`config.mk`:
```
export PLATFORM = sky130hd
export DESIGN_NAME = fwd_scoreboard
export DESIGN_NICKNAME = d
export VERILOG_FILES = /design/src/rtl/fwd_scoreboard_pkg.sv /design/src/rtl/fwd_match.sv /design/src/rtl/fwd_scoreboard.sv
export SDC_FILE = /design/constraint.sdc
export NUM_CORES = 1
export LEC_CHECK = 0
export ABC_AREA = 1
export BUFFER_PORTS_ARGS = -buffer_cell sky130_fd_sc_hd__buf_2
export CORE_ASPECT_RATIO = 1.4
export CORE_MARGIN = 2
export CORE_UTILIZATION = 42
export CTS_CLUSTER_DIAMETER = 120
export DETAILED_ROUTE_END_ITERATION = 10
export MAX_ROUTING_LAYER = met4
export PLACE_DENSITY_LB_ADDON = 0.2
export REMOVE_ABC_BUFFERS = 1
export SLEW_MARGIN = 0
export SYNTH_ARGS = -nofsm -noshare
export SYNTH_HDL_FRONTEND = slang
export SYNTH_HIERARCHICAL = 1
export SYNTH_SLANG_ARGS = --single-unit
export TNS_END_PERCENT = 1
```
`constraint.sdc`:
```
create_clock -name clk -period 1.3 [get_ports clk]
set_input_delay 0.195 -clock clk [delete_from_list [all_inputs] [get_ports clk]]
set_output_delay 0.195 -clock clk [all_outputs]
set_load 0.01 [all_outputs]
```
`src/rtl/fwd_scoreboard_pkg.sv`:
```
// Shared WISC pipeline constants: datapath defaults and the opcodes the decoder's
// destination resolver keys on, plus the select-width helper for forwarding logic.
package fwd_scoreboard_pkg;

    localparam int DATA_W_DEF = 16;
    localparam int REG_AW_DEF = 3;

    localparam logic [4:0] OP_JAL  = 5'b00110;
    localparam logic [4:0] OP_JALR = 5'b00111;
    localparam logic [4:0] OP_STU  = 5'b10011;
    localparam logic [4:0] OP_LBI  = 5'b11000;
    localparam logic [4:0] OP_SLBI = 5'b10010;

    // Select 0 is the register file, 1..depth are result positions.
    function automatic int sel_w(input int depth);
        return $clog2(depth + 1);
    endfunction

endpackage

```
`src/rtl/fwd_match.sv`:
```
// One decode source compared against all in-flight producer tags; the youngest
// (lowest slot index) match wins and reports whether its data is still too early.
module fwd_match #(
    parameter int REG_AW   = 3,
    parameter int DEPTH    = 3,
    parameter int LOAD_RDY = 2,
    parameter int SEL_W    = 2
) (
    input  logic [REG_AW-1:0]             i_src_reg,
    input  logic                          i_src_used,
    input  logic [DEPTH-1:0]              i_tag_vld,
    input  logic [DEPTH-1:0]              i_tag_ld,
    input  logic [DEPTH-1:0][REG_AW-1:0]  i_tag_reg,
    output logic [SEL_W-1:0]              o_sel,
    output logic                          o_hit,
    output logic                          o_load_haz
);

    always_comb begin
        o_sel      = '0;
        o_hit      = 1'b0;
        o_load_haz = 1'b0;
        if (i_src_used) begin
            // Walk oldest to youngest so the youngest match overwrites.
            for (int k = DEPTH - 1; k >= 0; k--) begin
                if (i_tag_vld[k] && (i_tag_reg[k] == i_src_reg)) begin
                    o_hit      = 1'b1;
                    o_sel      = SEL_W'(k + 1);
                    o_load_haz = i_tag_ld[k] && ((k + 1) < LOAD_RDY);
                end
            end
        end
    end

endmodule

```
`src/rtl/fwd_scoreboard.sv`:
```
// Operand-forwarding and load-use hazard unit between decode and execute:
// tracks producer tags per stage, stalls on early loads, registers forward selects.
module fwd_scoreboard
    import fwd_scoreboard_pkg::*;
#(
    parameter int DATA_W   = DATA_W_DEF,
    parameter int REG_AW   = REG_AW_DEF,
    parameter int DEPTH    = 3,
    parameter int NSRC     = 2,
    parameter int LOAD_RDY = 2,
    localparam int SEL_W   = sel_w(DEPTH)
) (
    input  logic                      clk,
    input  logic                      rst,
    input  logic                      pipe_hold,
    input  logic                      flush,
    input  logic                      id_valid,
    input  logic                      id_wr_en,
    input  logic [REG_AW-1:0]         id_wr_reg,
    input  logic                      id_is_load,
    input  logic [NSRC*REG_AW-1:0]    id_src_reg,
    input  logic [NSRC-1:0]           id_src_used,
    input  logic [NSRC*DATA_W-1:0]    ex_rf_data,
    input  logic [DEPTH*DATA_W-1:0]   res_data,
    output logic                      stall,
    output logic [NSRC*DATA_W-1:0]    ex_opnd,
    output logic [NSRC*SEL_W-1:0]     ex_fwd_sel
);

    logic [DEPTH-1:0]              r_vld;
    logic [DEPTH-1:0]              r_wr;
    logic [DEPTH-1:0]              r_ld;
    logic [DEPTH-1:0][REG_AW-1:0]  r_reg;
    logic [NSRC-1:0][SEL_W-1:0]    r_sel;

    logic [NSRC-1:0][SEL_W-1:0]    w_cand;
    logic [NSRC-1:0]               w_hit;
    logic [NSRC-1:0]               w_haz;
    logic [NSRC-1:0][DATA_W-1:0]   w_opnd;
    logic                          w_stall;
    logic                          w_bubble;
    logic                          w_bad_fwd;

    for (genvar g = 0; g < NSRC; g++) begin : g_src
        fwd_match #(
            .REG_AW   (REG_AW),
            .DEPTH    (DEPTH),
            .LOAD_RDY (LOAD_RDY),
            .SEL_W    (SEL_W)
        ) u_match (
            .i_src_reg  (id_src_reg[g*REG_AW +: REG_AW]),
            .i_src_used (id_src_used[g]),
            .i_tag_vld  (r_vld & r_wr),
            .i_tag_ld   (r_ld),
            .i_tag_reg  (r_reg),
            .o_sel      (w_cand[g]),
            .o_hit      (w_hit[g]),
            .o_load_haz (w_haz[g])
        );
    end

    assign w_stall  = id_valid & ~flush & (|w_haz);
    assign w_bubble = w_stall | flush | ~id_valid;
    assign stall    = w_stall;

    always_ff @(posedge clk) begin
        if (!rst) begin
            r_vld <= '0;
            r_wr  <= '0;
            r_ld  <= '0;
            r_reg <= '0;
            r_sel <= '0;
        end else if (!pipe_hold) begin
            // Flush also kills the instruction leaving EX this edge.
            for (int k = DEPTH - 1; k >= 1; k--) begin
                r_vld[k] <= r_vld[k-1] & ~(flush && (k == 1));
                r_wr[k]  <= r_wr[k-1];
                r_ld[k]  <= r_ld[k-1];
                r_reg[k] <= r_reg[k-1];
            end
            r_vld[0] <= ~w_bubble;
            r_wr[0]  <= id_wr_en;
            r_ld[0]  <= id_is_load;
            r_reg[0] <= id_wr_reg;
            for (int i = 0; i < NSRC; i++)
                r_sel[i] <= (w_stall | flush) ? '0 : w_cand[i];
        end
    end

    always_comb begin
        for (int i = 0; i < NSRC; i++) begin
            w_opnd[i] = ex_rf_data[i*DATA_W +: DATA_W];
            for (int j = 1; j <= DEPTH; j++)
                if (r_sel[i] == SEL_W'(j))
                    w_opnd[i] = res_data[(j-1)*DATA_W +: DATA_W];
        end
    end

    assign ex_opnd    = w_opnd;
    assign ex_fwd_sel = r_sel;

    // Position p is fed by the producer now in slot p; a load there before
    // LOAD_RDY means the stall logic let a consumer through too early.
    always_comb begin
        w_bad_fwd = 1'b0;
        for (int i = 0; i < NSRC; i++)
            for (int p = 1; p < DEPTH; p++)
                if ((r_sel[i] == SEL_W'(p)) && (p < LOAD_RDY) &&
                    r_vld[p] && r_wr[p] && r_ld[p])
                    w_bad_fwd = 1'b1;
    end

    always_ff @(posedge clk) begin
        if (rst) assert (!w_bad_fwd);
    end

endmodule

```
== Word level (Yosys, flattened, before mapping) ==
Index checks and enable logic that the tools add are counted.

* Input port bits: 98
* Word-level logic and storage cells: 56
* Output and inout port bits: 37
* Flip-flop bits (word level): 20

* Multiplexer cells: 20
* Reductions and logical operators: 7
* Bitwise logic cells: 9
* Equal/unequal tests: 12

{| class="wikitable"
|+ Operators with widths
! kind !! number
|-
| 16-bit 2-to-1 mux || 6
|-
| 2-bit 2-to-1 mux || 10
|-
| 3-bit == test || 6
|-
| 2-bit == test (second input constant) || 4
|-
| 1-bit logical AND || 6
|-
| 2-bit by 1-bit == test with 1-bit output (second input constant) || 2
|-
| 1-bit 2-to-1 mux || 4
|-
| 1-bit AND || 3
|-
| 3-bit AND || 1
|-
| 1-bit inverter || 3
|-
| 1-bit bitwise OR || 2
|-
| 2-bit OR reduction || 1
|}

== Logic depth before layout (Yosys ltp) ==
Gate-level depths: netlist (run 1).

* Word-level depth: 9
* Gate-level depth with buffers: 9
* Depth with buffers taken out: 9

== Hierarchy ==
The synthesis (run 1) kept the hierarchy.

{| class="wikitable"
|+ Modules (own cells, without submodules)
! module !! area an instance (µm²) !! sequential area each (µm²) !! times used !! cells each
|-
| fwd_scoreboard || 2148.3 || 440.4 || 1 || 373
|-
| fwd_match || 219.0 || 0.0 || 2 || 49
|}

== Worst setup path after synthesis (run 1) ==
No wires, ideal clock.

* Path kind: reg2out
* Start point: register r_reg[2] in the netlist's numbering
* End point: output port stall
* Slack: -12 ps
* Stages on the path, launching flop included: 7
* Arrival time: 1117 ps
* Data required time: 1105 ps
* Path buffers: 0
* Path through: dfxtp_1 > nand2_1 > a21oi_1 > nand3_1 > nor2_1 > o21ai_1 > nor2_1

* Cells in the longest elaborated chain, start to end: 6
* Elaborated cells between the ends (all ways): 10
* Classes of those cells: 2 x eq/ne; 4 x mux; 1 x bitwise; 3 x reduce/logical

{| class="wikitable"
|+ Ends and longest elaborated chain
! what !! RTL line !! source
|-
| start, declared || fwd_scoreboard.sv:33 || <nowiki>logic [DEPTH-1:0][REG_AW-1:0] r_reg;</nowiki>
|-
| start signal, assigned by index || fwd_scoreboard.sv:79 || <nowiki>r_reg[k] <= r_reg[k-1];</nowiki>
|-
| 3-bit == test || fwd_match.sv:26 || <nowiki>if (i_tag_vld[k] && (i_tag_reg[k] == i_src_reg)) begin</nowiki>
|-
| 1-bit logical AND || fwd_match.sv:26 ||
|-
| 1-bit 2-to-1 mux || fwd_match.sv:26 ||
|-
| 1-bit 2-to-1 mux || fwd_match.sv:23 || <nowiki>if (i_src_used) begin</nowiki>
|-
| via w_haz[1] || fwd_scoreboard.sv:38 || <nowiki>logic [NSRC-1:0] w_haz;</nowiki>
|-
| 2-bit OR reduction || fwd_scoreboard.sv:62 || <nowiki>assign w_stall = id_valid & ~flush & (|w_haz);</nowiki>
|-
| 1-bit AND || fwd_scoreboard.sv:62 ||
|-
| end, declared || fwd_scoreboard.sv:25 || <nowiki>output logic stall,</nowiki>
|}

The timed path passes the listed nets, and every way through them passes these cells.

== Worst setup path in the final report (run 1) ==
* Start point: register r_reg[0] in the netlist's numbering
* End point: output port stall

Same word-level chain as after synthesis.

==> flow_summary.toml, run 1 <==
[run_status]
status = "finished with violations"
violations = "setup timing"

[sta]
worstMarginPinSlew_ps = 401
period_share_pct = 124
fmax_mhz = 622
setup-tns-final_ps = -6850
hold_viol_final = 0
rsz0062_at_grt = "true"
setup_violations = 37
clock_skew_ps = 3.09
period_minus_slack_ps = 1610
worst_slack_ps = -307
max_slew_margin_pct = 73.2
slew_viol_final = 0

[yosys]
synthesis.area_sq_um = 2510
yosysWarnings = 6
avgSynthCellArea_sq_um = 5.45
synthCells = 461

[routing]
drt-initial-drc-count = 114
drt-wirelength-per-cell_microns = 12.2
ant_nets = 0
drc = 0
viasPerCell = 4.93
first_pass_iters = 4
wirelength_mm = 8.15
dr_total_vias = 3295

[final_layout]
area_growth_pct = 40.3
mostFrequentLayoutCells = "buf_2 (134), nand2_1 (81), inv_1 (74), nor2_1 (50), o21ai_1 (44)"
antennaDiodeCount = 0
largest_register_ffs = 9
finalCoreUtilization_pct = 60.5
fin_nets = 697
final_common_cell = "buf_2"
drive_above_1_share_pct = 42.8
fin_cells = 668
final_area_sq_um = 3520

[floorplan]
die_w_microns = 69.4
die_y_microns = 95.5
core_area_sq_um = 5820
row_count = 33
pin_count = 135
initial_core_util_pct = 43.1
die-area_sq_um = 6620

[clocking]
cts_tree = "built"
cts_buffers = 3
numClockSinks = 20
cts.hold.buffers_added = 0
clock_latency_ps = 260
root_buffer = "clkbuf_8"
cts.clk_slew.worst_paths_ps = 80
htree_levels = 1
clock_path_buffers = 2

[placed_design]
numPortBuffers = 134
placed_area_sq_um = 3310
placed_cells = 662
hpwlAfterDp_mm = 6.44
place.gp.congestion = 0.863
dp_slack_ps = -95.9

[pwr]
p_leak_nw = 1.97
cellPowerDensity_nw_per_um2 = 652
worst_ir_drop_vdd_mv = 1.07

[critical_path]
path_class = "reg -> out"
crit_fanout = 3
startpoint_type = "register"
cp_slowest_cell = "dfxtp_2"
cp-end-kind = "primary output"
crit_chain = "inv_2 -> nand2_2 -> o21ai_2 -> nor2_2 -> nand3_2 -> nor2_2 -> o21ai_2 -> nor2_1 -> buf_2"
critical_path_required_ps = 1110
crit_buf_inv = 2
worst_ep_arrival_time_ps = 1410
cpLargestDelayFamily = "simple AND/OR/NAND/NOR gates"
cpPeakStageDelay_ps = 350

[global_route]
grt_overflow = 0
grt_pass1_wl_mm = 13.3
grt_pass1_vias = 2973
globalRouteTotalUtil_pct = 24.5
grt_max_degree = 27
antenna_found_initial = 0

[flow_run]
cap_violations = 0

[hold_path]
hold_class = "in -> reg"
power breakdown:
group	internal (mW)	switching, mW	total, mW	leakage (nW)
registers	0.648	0.0473	0.696	0.170
logic	0.428	0.542	0.970	1.77
clock network	0.411	0.220	0.631	0.0357
total	1.49	0.809	2.30	1.97
path summary, 6_finish.rpt:
check | startpoint | endpoint | slack (ps) | cells past startpoint
worst max-delay path | r_reg[0]$_SDFFE_PN0N_ | stall | -310 | 9
worst min-delay path | id_wr_en | r_wr[0]$_SDFFE_PN0N_ | 160 | 3
worst max register to register | r_reg[0]$_SDFFE_PN0N_ | r_vld[0]$_SDFFE_PN0N_ | -20 | 10
worst min register to register | r_wr[2]$_SDFFE_PN0N_ | r_wr[2]$_SDFFE_PN0N_ | 500 | 2
per-layer routing:
layer | routed length (microns) | vias up | global-route usage (%)
met4 | 104 | 0 | 4.58
met5 | 0 | - | -
li1 | - | 1710 | -
met2 | 4270 | 123 | 46.6
met1 | 3260 | 1450 | 27.8
met3 | 519 | 12 | 2.85
layout make-up:
class / count / area, sq um
well taps: 70 / 87.6
clock buffers: 3 / 41.3
multi-input cells: 326 / 1690
repair buffers: 157 / 897
flip-flops and latches: 20 / 424
inverters: 91 / 352
fillers: 616 / 2300
clock inverters: 1 / 30.0
tightest hold or removal path, stage by stage:
cell and delay [ps]:
buf_2 80, o21ai_1 50, nor2_1 70
repair_timing:
action	CTS	global route
endpoints found under the setup margin	41	38
pin swaps	8	10
buffers inserted	1	1
resized for setup	23	38
endpoints found under the hold margin	0	0
per-stage QoR:
| step | hold slack (ps) | power [mW] |
|---|---|---|
| floorplan | 312 | 1.19 |
| global placement | 418 | 1.63 |
| detailed placement | 430 | 1.64 |
| CTS | 151 | 2.29 |
| global route | 178 | 2.46 |
| finish | 157 | 2.30 |
No activity file was read; power rests on OpenSTA's default activity.
==> run 2: changes to the inputs <==
--- a/config.mk
+++ b/config.mk
@@ -13,7 +13,7 @@
 export CTS_CLUSTER_DIAMETER = 120
 export DETAILED_ROUTE_END_ITERATION = 10
 export MAX_ROUTING_LAYER = met4
-export PLACE_DENSITY_LB_ADDON = 0.2
+export PLACE_DENSITY = 0.77
 export REMOVE_ABC_BUFFERS = 1
 export SLEW_MARGIN = 0
 export SYNTH_ARGS = -nofsm -noshare
==> flow_summary.toml, run 2 (synthesis results as in run 1) <==
[routing]
wirelength_mm = 8.41
dr_total_vias = 3321
drt-initial-drc-count = 253
viasPerCell = 4.92
first_pass_iters = 5
drc = 0
drt-wirelength-per-cell_microns = 12.5
ant_nets = 0

[global_route]
grt_pass1_vias = 3069
grt_pass1_wl_mm = 13.4
grt_overflow = 0
grt_max_degree = 34
globalRouteTotalUtil_pct = 25.1
antenna_found_initial = 3

[placed_design]
place.gp.congestion = 0.908
hpwlAfterDp_mm = 6.39
numPortBuffers = 134

[final_layout]
finalCoreUtilization_pct = 61.5
area_growth_pct = 42.6
fill_cells = 589
drive_above_1_share_pct = 43.0
fin_nets = 701
largest_register_ffs = 9
final_common_cell = "buf_2"
mostFrequentLayoutCells = "buf_2 (134), nand2_1 (85), inv_1 (76), o21ai_1 (54), nor2_1 (50)"

[sta]
period_share_pct = 126
slew_viol_final = 0
setup-tns-final_ps = -7370
rsz0062_at_grt = "true"
holdWs_ps = 148
max_slew_margin_pct = 74.6
worstMarginPinSlew_ps = 380
setup_violations = 38
hold_viol_final = 0
period_minus_slack_ps = 1640
worst_slack_ps = -341
clock_skew_ps = 3.35
fmax_mhz = 609

[clocking]
clock_latency_ps = 270
numClockSinks = 20
cts.hold.buffers_added = 0
clock_path_buffers = 2
cts_tree = "built"
root_buffer = "clkbuf_8"
cts_buffers = 3
cts.clk_slew.worst_paths_ps = 80
htree_levels = 1

[critical_path]
reg2reg_from = "r_vld[0]$_SDFFE_PN0N_"
worst_ep_arrival_time_ps = 1450
rr_worst_depth = 10
cp-end-kind = "primary output"
crit_fanout = 2
startpoint_type = "register"
reg2reg_to = "ex_fwd_sel[2]$_SDFFE_PN0N_"
rrSetupSlack_ps = -50
critical_path_required_ps = 1110
path_class = "reg -> out"

[floorplan]
die_y_microns = 95.5
die-area_sq_um = 6620
die_w_microns = 69.4
initial_core_util_pct = 43.1
core_area_sq_um = 5820
pin_count = 135
row_count = 33

[flow_run]
cap_violations = 0

[run_status]
violations = "setup timing"
status = "finished with violations"

[hold_path]
min_to = "r_wr[0]$_SDFFE_PN0N_"
whs_path_depth = 3
hold_class = "in -> reg"
min_from = "id_wr_en"

[pwr]
p_seq_share_pct = 30.0
cell_internal_pwr_mw = 1.49
clkPwrFrac_pct = 27.5
power.switching_mw = 0.824
netSwitchingFraction_pct = 35.6
power_frac_comb_pct = 42.5
cellPowerDensity_nw_per_um2 = 647
p_leak_nw = 2.02
worst_ir_drop_vdd_mv = 0.759
p_total_mw = 2.32
-- run 2: changes by cell type in the layout (fill, tap and decap cells not counted), moves of 2 or more --
cell     previous run  this run
o21ai_0            33        23
o21ai_1            44        54
nand3_1            42        36
nand3_2            18        24
nand2_1            81        85
nand2_2            17        13
buf_4              18        21
diode_2             0         3
inv_1              74        76
inv_2              14        12
-- run 2: through the flow --
step,std cells,setup WS [ps],instance area [sq um]
after detailed placement,666,-107,3350
final,675,-341,3580
after CTS,672,-345,3500
after global routing,675,-435,3580
after global placement,666,-86.6,3350
after floorplan,437,-440,2350
-- run 2: worst max-delay path by stage --
| stage | cells after the start | end | slack (ps) | startpoint |
|---|---|---|---|---|
| 5_1_grt | 8 | stall | -430 | r_reg[2]$_SDFFE_PN0N_ |
| 3_3_place_gp | 7 | ex_opnd[21] | -90 | ex_fwd_sel[3]$_SDFFE_PN0N_ |
| 6_report | 9 | stall | -340 | r_vld[0]$_SDFFE_PN0N_ |
| 4_1_cts | 9 | stall | -350 | r_reg[0]$_SDFFE_PN0N_ |
| 2_1_floorplan | 4 | ex_opnd[0] | -440 | ex_fwd_sel[0]$_SDFFE_PN0N_ |
| 3_5_place_dp | 5 | ex_opnd[28] | -110 | ex_fwd_sel[2]$_SDFFE_PN0N_ |
-- run 2: what timing repair did --
item	CTS	global route
endpoints found under the setup margin	41	39
gates resized for setup	39	30
endpoints found under the hold margin	0	0
buffers inserted	2	0
pin swaps	4	15
-- run 2: critical path: stages, from the launching register on --
cell     delay (ps)
dfxtp_2         340
nand2_1          60
inv_2            50
nand2_1          60
nor2_2          140
nand3_2         100
nor2_2          130
o21ai_2          70
nor2_1           90
buf_2           140
-- run 2: layout make-up --
cell class | count | area (sq um) | share of cell area (%)
flip-flops and latches | 20 | 422 | 11.8
diodes | 3 | 7.51 | 0.210
repair buffers | 161 | 943 | 26.3
inverters | 91 | 352 | 9.82
multi-input cells | 326 | 1700 | 47.4
clock inverters | 1 | 30.0 | 0.839
well taps | 70 | 87.6 | 2.45
clock buffers | 3 | 41.3 | 1.15
-- run 2: power by group through the flow --
stage / Sequential (mW) / Clock [mW] / Combinational, mW
final: 0.694 / 0.638 / 0.985
after floorplan: 0.723 / 0 / 0.462
after detailed placement: 0.709 / 0 / 0.936
after global routing: 0.703 / 0.674 / 1.09
after global placement: 0.707 / 0 / 0.926
after CTS: 0.694 / 0.645 / 0.957
-- run 2: per-layer routing --
layer  part of all wire (%)  track usage (%)
met1                     39             26.8
met2                     52             47.0
met3                    7.3             4.86
met4                    1.5             7.52
met5                      0                -
==> run 3: changes to the inputs <==
--- a/config.mk
+++ b/config.mk
@@ -7,13 +7,13 @@
 export LEC_CHECK = 0
 export ABC_AREA = 1
 export BUFFER_PORTS_ARGS = -buffer_cell sky130_fd_sc_hd__buf_2
-export CORE_ASPECT_RATIO = 1.4
+export CORE_ASPECT_RATIO = 0.75
 export CORE_MARGIN = 2
-export CORE_UTILIZATION = 42
+export CORE_UTILIZATION = 47
 export CTS_CLUSTER_DIAMETER = 120
 export DETAILED_ROUTE_END_ITERATION = 10
 export MAX_ROUTING_LAYER = met4
-export PLACE_DENSITY = 0.77
+export PLACE_DENSITY = 0.82
 export REMOVE_ABC_BUFFERS = 1
 export SLEW_MARGIN = 0
 export SYNTH_ARGS = -nofsm -noshare
==> constraint.sdc (replaced) <==
create_clock -name clk -period 1.82 [get_ports clk]
set_input_delay 0.273 -clock clk [delete_from_list [all_inputs] [get_ports clk]]
set_output_delay 0.273 -clock clk [all_outputs]
set_load 0.01 [all_outputs]
==> flow_summary.toml, run 3 (synthesis results as in run 1) <==
[run_status]
status = "finished, final reports clean"

[pwr]
cellPowerDensity_nw_per_um2 = 479
p_total_mw = 1.59
worst_ir_drop_vdd_mv = 0.362
p_leak_nw = 1.87

[final_layout]
antennaDiodeCount = 0
fill_cells = 500
area_growth_pct = 32.5
mostFrequentLayoutCells = "buf_2 (134), nand2_1 (85), inv_1 (79), nor2_1 (52), o21ai_0 (48)"
drive_above_1_share_pct = 37.7
final_common_cell = "buf_2"
fin_nets = 680
largest_register_ffs = 9

[flow_run]
cap_violations = 0

[routing]
wirelength_mm = 8.12
drt-wirelength-per-cell_microns = 12.4
first_pass_iters = 5
ant_nets = 0
drc = 0
dr_total_vias = 3339
drt-initial-drc-count = 248
viasPerCell = 5.09

[sta]
rsz0062_at_grt = "true"
clock_skew_ps = 10.2
period_share_pct = 98.4
slew_viol_final = 0
max_slew_margin_pct = 72.6
period_minus_slack_ps = 1790
fmax_mhz = 558
worst_slack_ps = 29.0
setup_violations = 0
setup-tns-final_ps = 0
worstMarginPinSlew_ps = 410
holdWs_ps = 229
hold_viol_final = 0

[floorplan]
die-area_sq_um = 5950
core_area_sq_um = 5240
initial_core_util_pct = 47.9
die_w_microns = 88.4
row_count = 23
die_y_microns = 67.3
pin_count = 135

[critical_path]
path_class = "reg -> out"
rrSetupSlack_ps = 470
cp-end-kind = "primary output"
crit_fanout = 6
startpoint_type = "register"
critical_path_required_ps = 1550
worst_ep_arrival_time_ps = 1520

[clocking]
clock_path_buffers = 2
cts.clk_slew.worst_paths_ps = 80
htree_levels = 1
cts_tree = "built"
numClockSinks = 20
clock_latency_ps = 260
cts_buffers = 3
root_buffer = "clkbuf_8"

[global_route]
globalRouteTotalUtil_pct = 25.3
antenna_found_initial = 0
grt_pass1_vias = 2679
grt_max_degree = 32
grt_pass1_wl_mm = 11.9
grt_overflow = 0

[placed_design]
numPortBuffers = 134
hpwlAfterDp_mm = 6.08
place.gp.congestion = 0.956
dp_slack_ps = 208

[hold_path]
hold_class = "in -> reg"
==> run 3: timing repair <==
action / in CTS / in global routing
setup buffers: 0 / 0
gates cloned: 0 / 0
endpoints found under the setup margin: 17 / 32
pin swaps: 0 / 4
hold buffers: 0 / 0
endpoints found under the hold margin: 0 / 0
resized for setup: 4 / 25
==> run 3: layer usage <==
layer | global-route usage, % | share of wire [%]
met5 | - | 0
met4 | 4.55 | 1.1
met3 | 3.55 | 7.3
met2 | 38.2 | 46
met1 | 36.2 | 46
==> run 3: through the flow <==
step / util (%) / area [sq um] / std cells
floorplan: - / 2350 / 437
global placement: 60.2 / 3160 / 652
detailed placement: 60.2 / 3160 / 652
CTS: 61.8 / 3240 / 656
global route: 63.5 / 3330 / 656
finish: 63.5 / 3330 / 656
==> run 3: path summary, 6_finish.rpt <==
| path | start | endpoint | cells after the start |
|---|---|---|---|
| max | r_vld[0]$_SDFFE_PN0N_ | stall | 9 |
| min | id_wr_reg[2] | r_reg[2]$_SDFFE_PN0N_ | 3 |
| max reg2reg | r_reg[0]$_SDFFE_PN0N_ | ex_fwd_sel[0]$_SDFFE_PN0N_ | 8 |
| min reg2reg | r_vld[2]$_SDFFE_PN0N_ | r_vld[2]$_SDFFE_PN0N_ | 2 |
==> run 3: layout make-up <==
cell class | count | area (sq um) | share of cell area, %
Multi-Input combinational cell | 326 | 1680 | 50.4
Clock inverter | 1 | 30.0 | 0.903
Clock buffer | 3 | 41.3 | 1.24
Sequential cell | 20 | 409 | 12.3
Inverter | 91 | 354 | 10.6
Timing Repair Buffer | 140 | 723 | 21.7
Tap cell | 75 | 93.8 | 2.82
==> run 3: where the power goes <==
| group | switching, mW | internal (mW) |
|---|---|---|
| registers | 0.0345 | 0.467 |
| logic | 0.376 | 0.267 |
| clock network | 0.156 | 0.294 |
==> run 3: critical path, cell delays in order, from the launching register on <==
cell,delay (ps)
dfxtp_2,350
nand2_1,50
inv_1,70
nand2_1,60
nor2_2,130
nand3_2,120
nor2_4,150
o21ai_4,100
nor2_1,90
buf_2,130
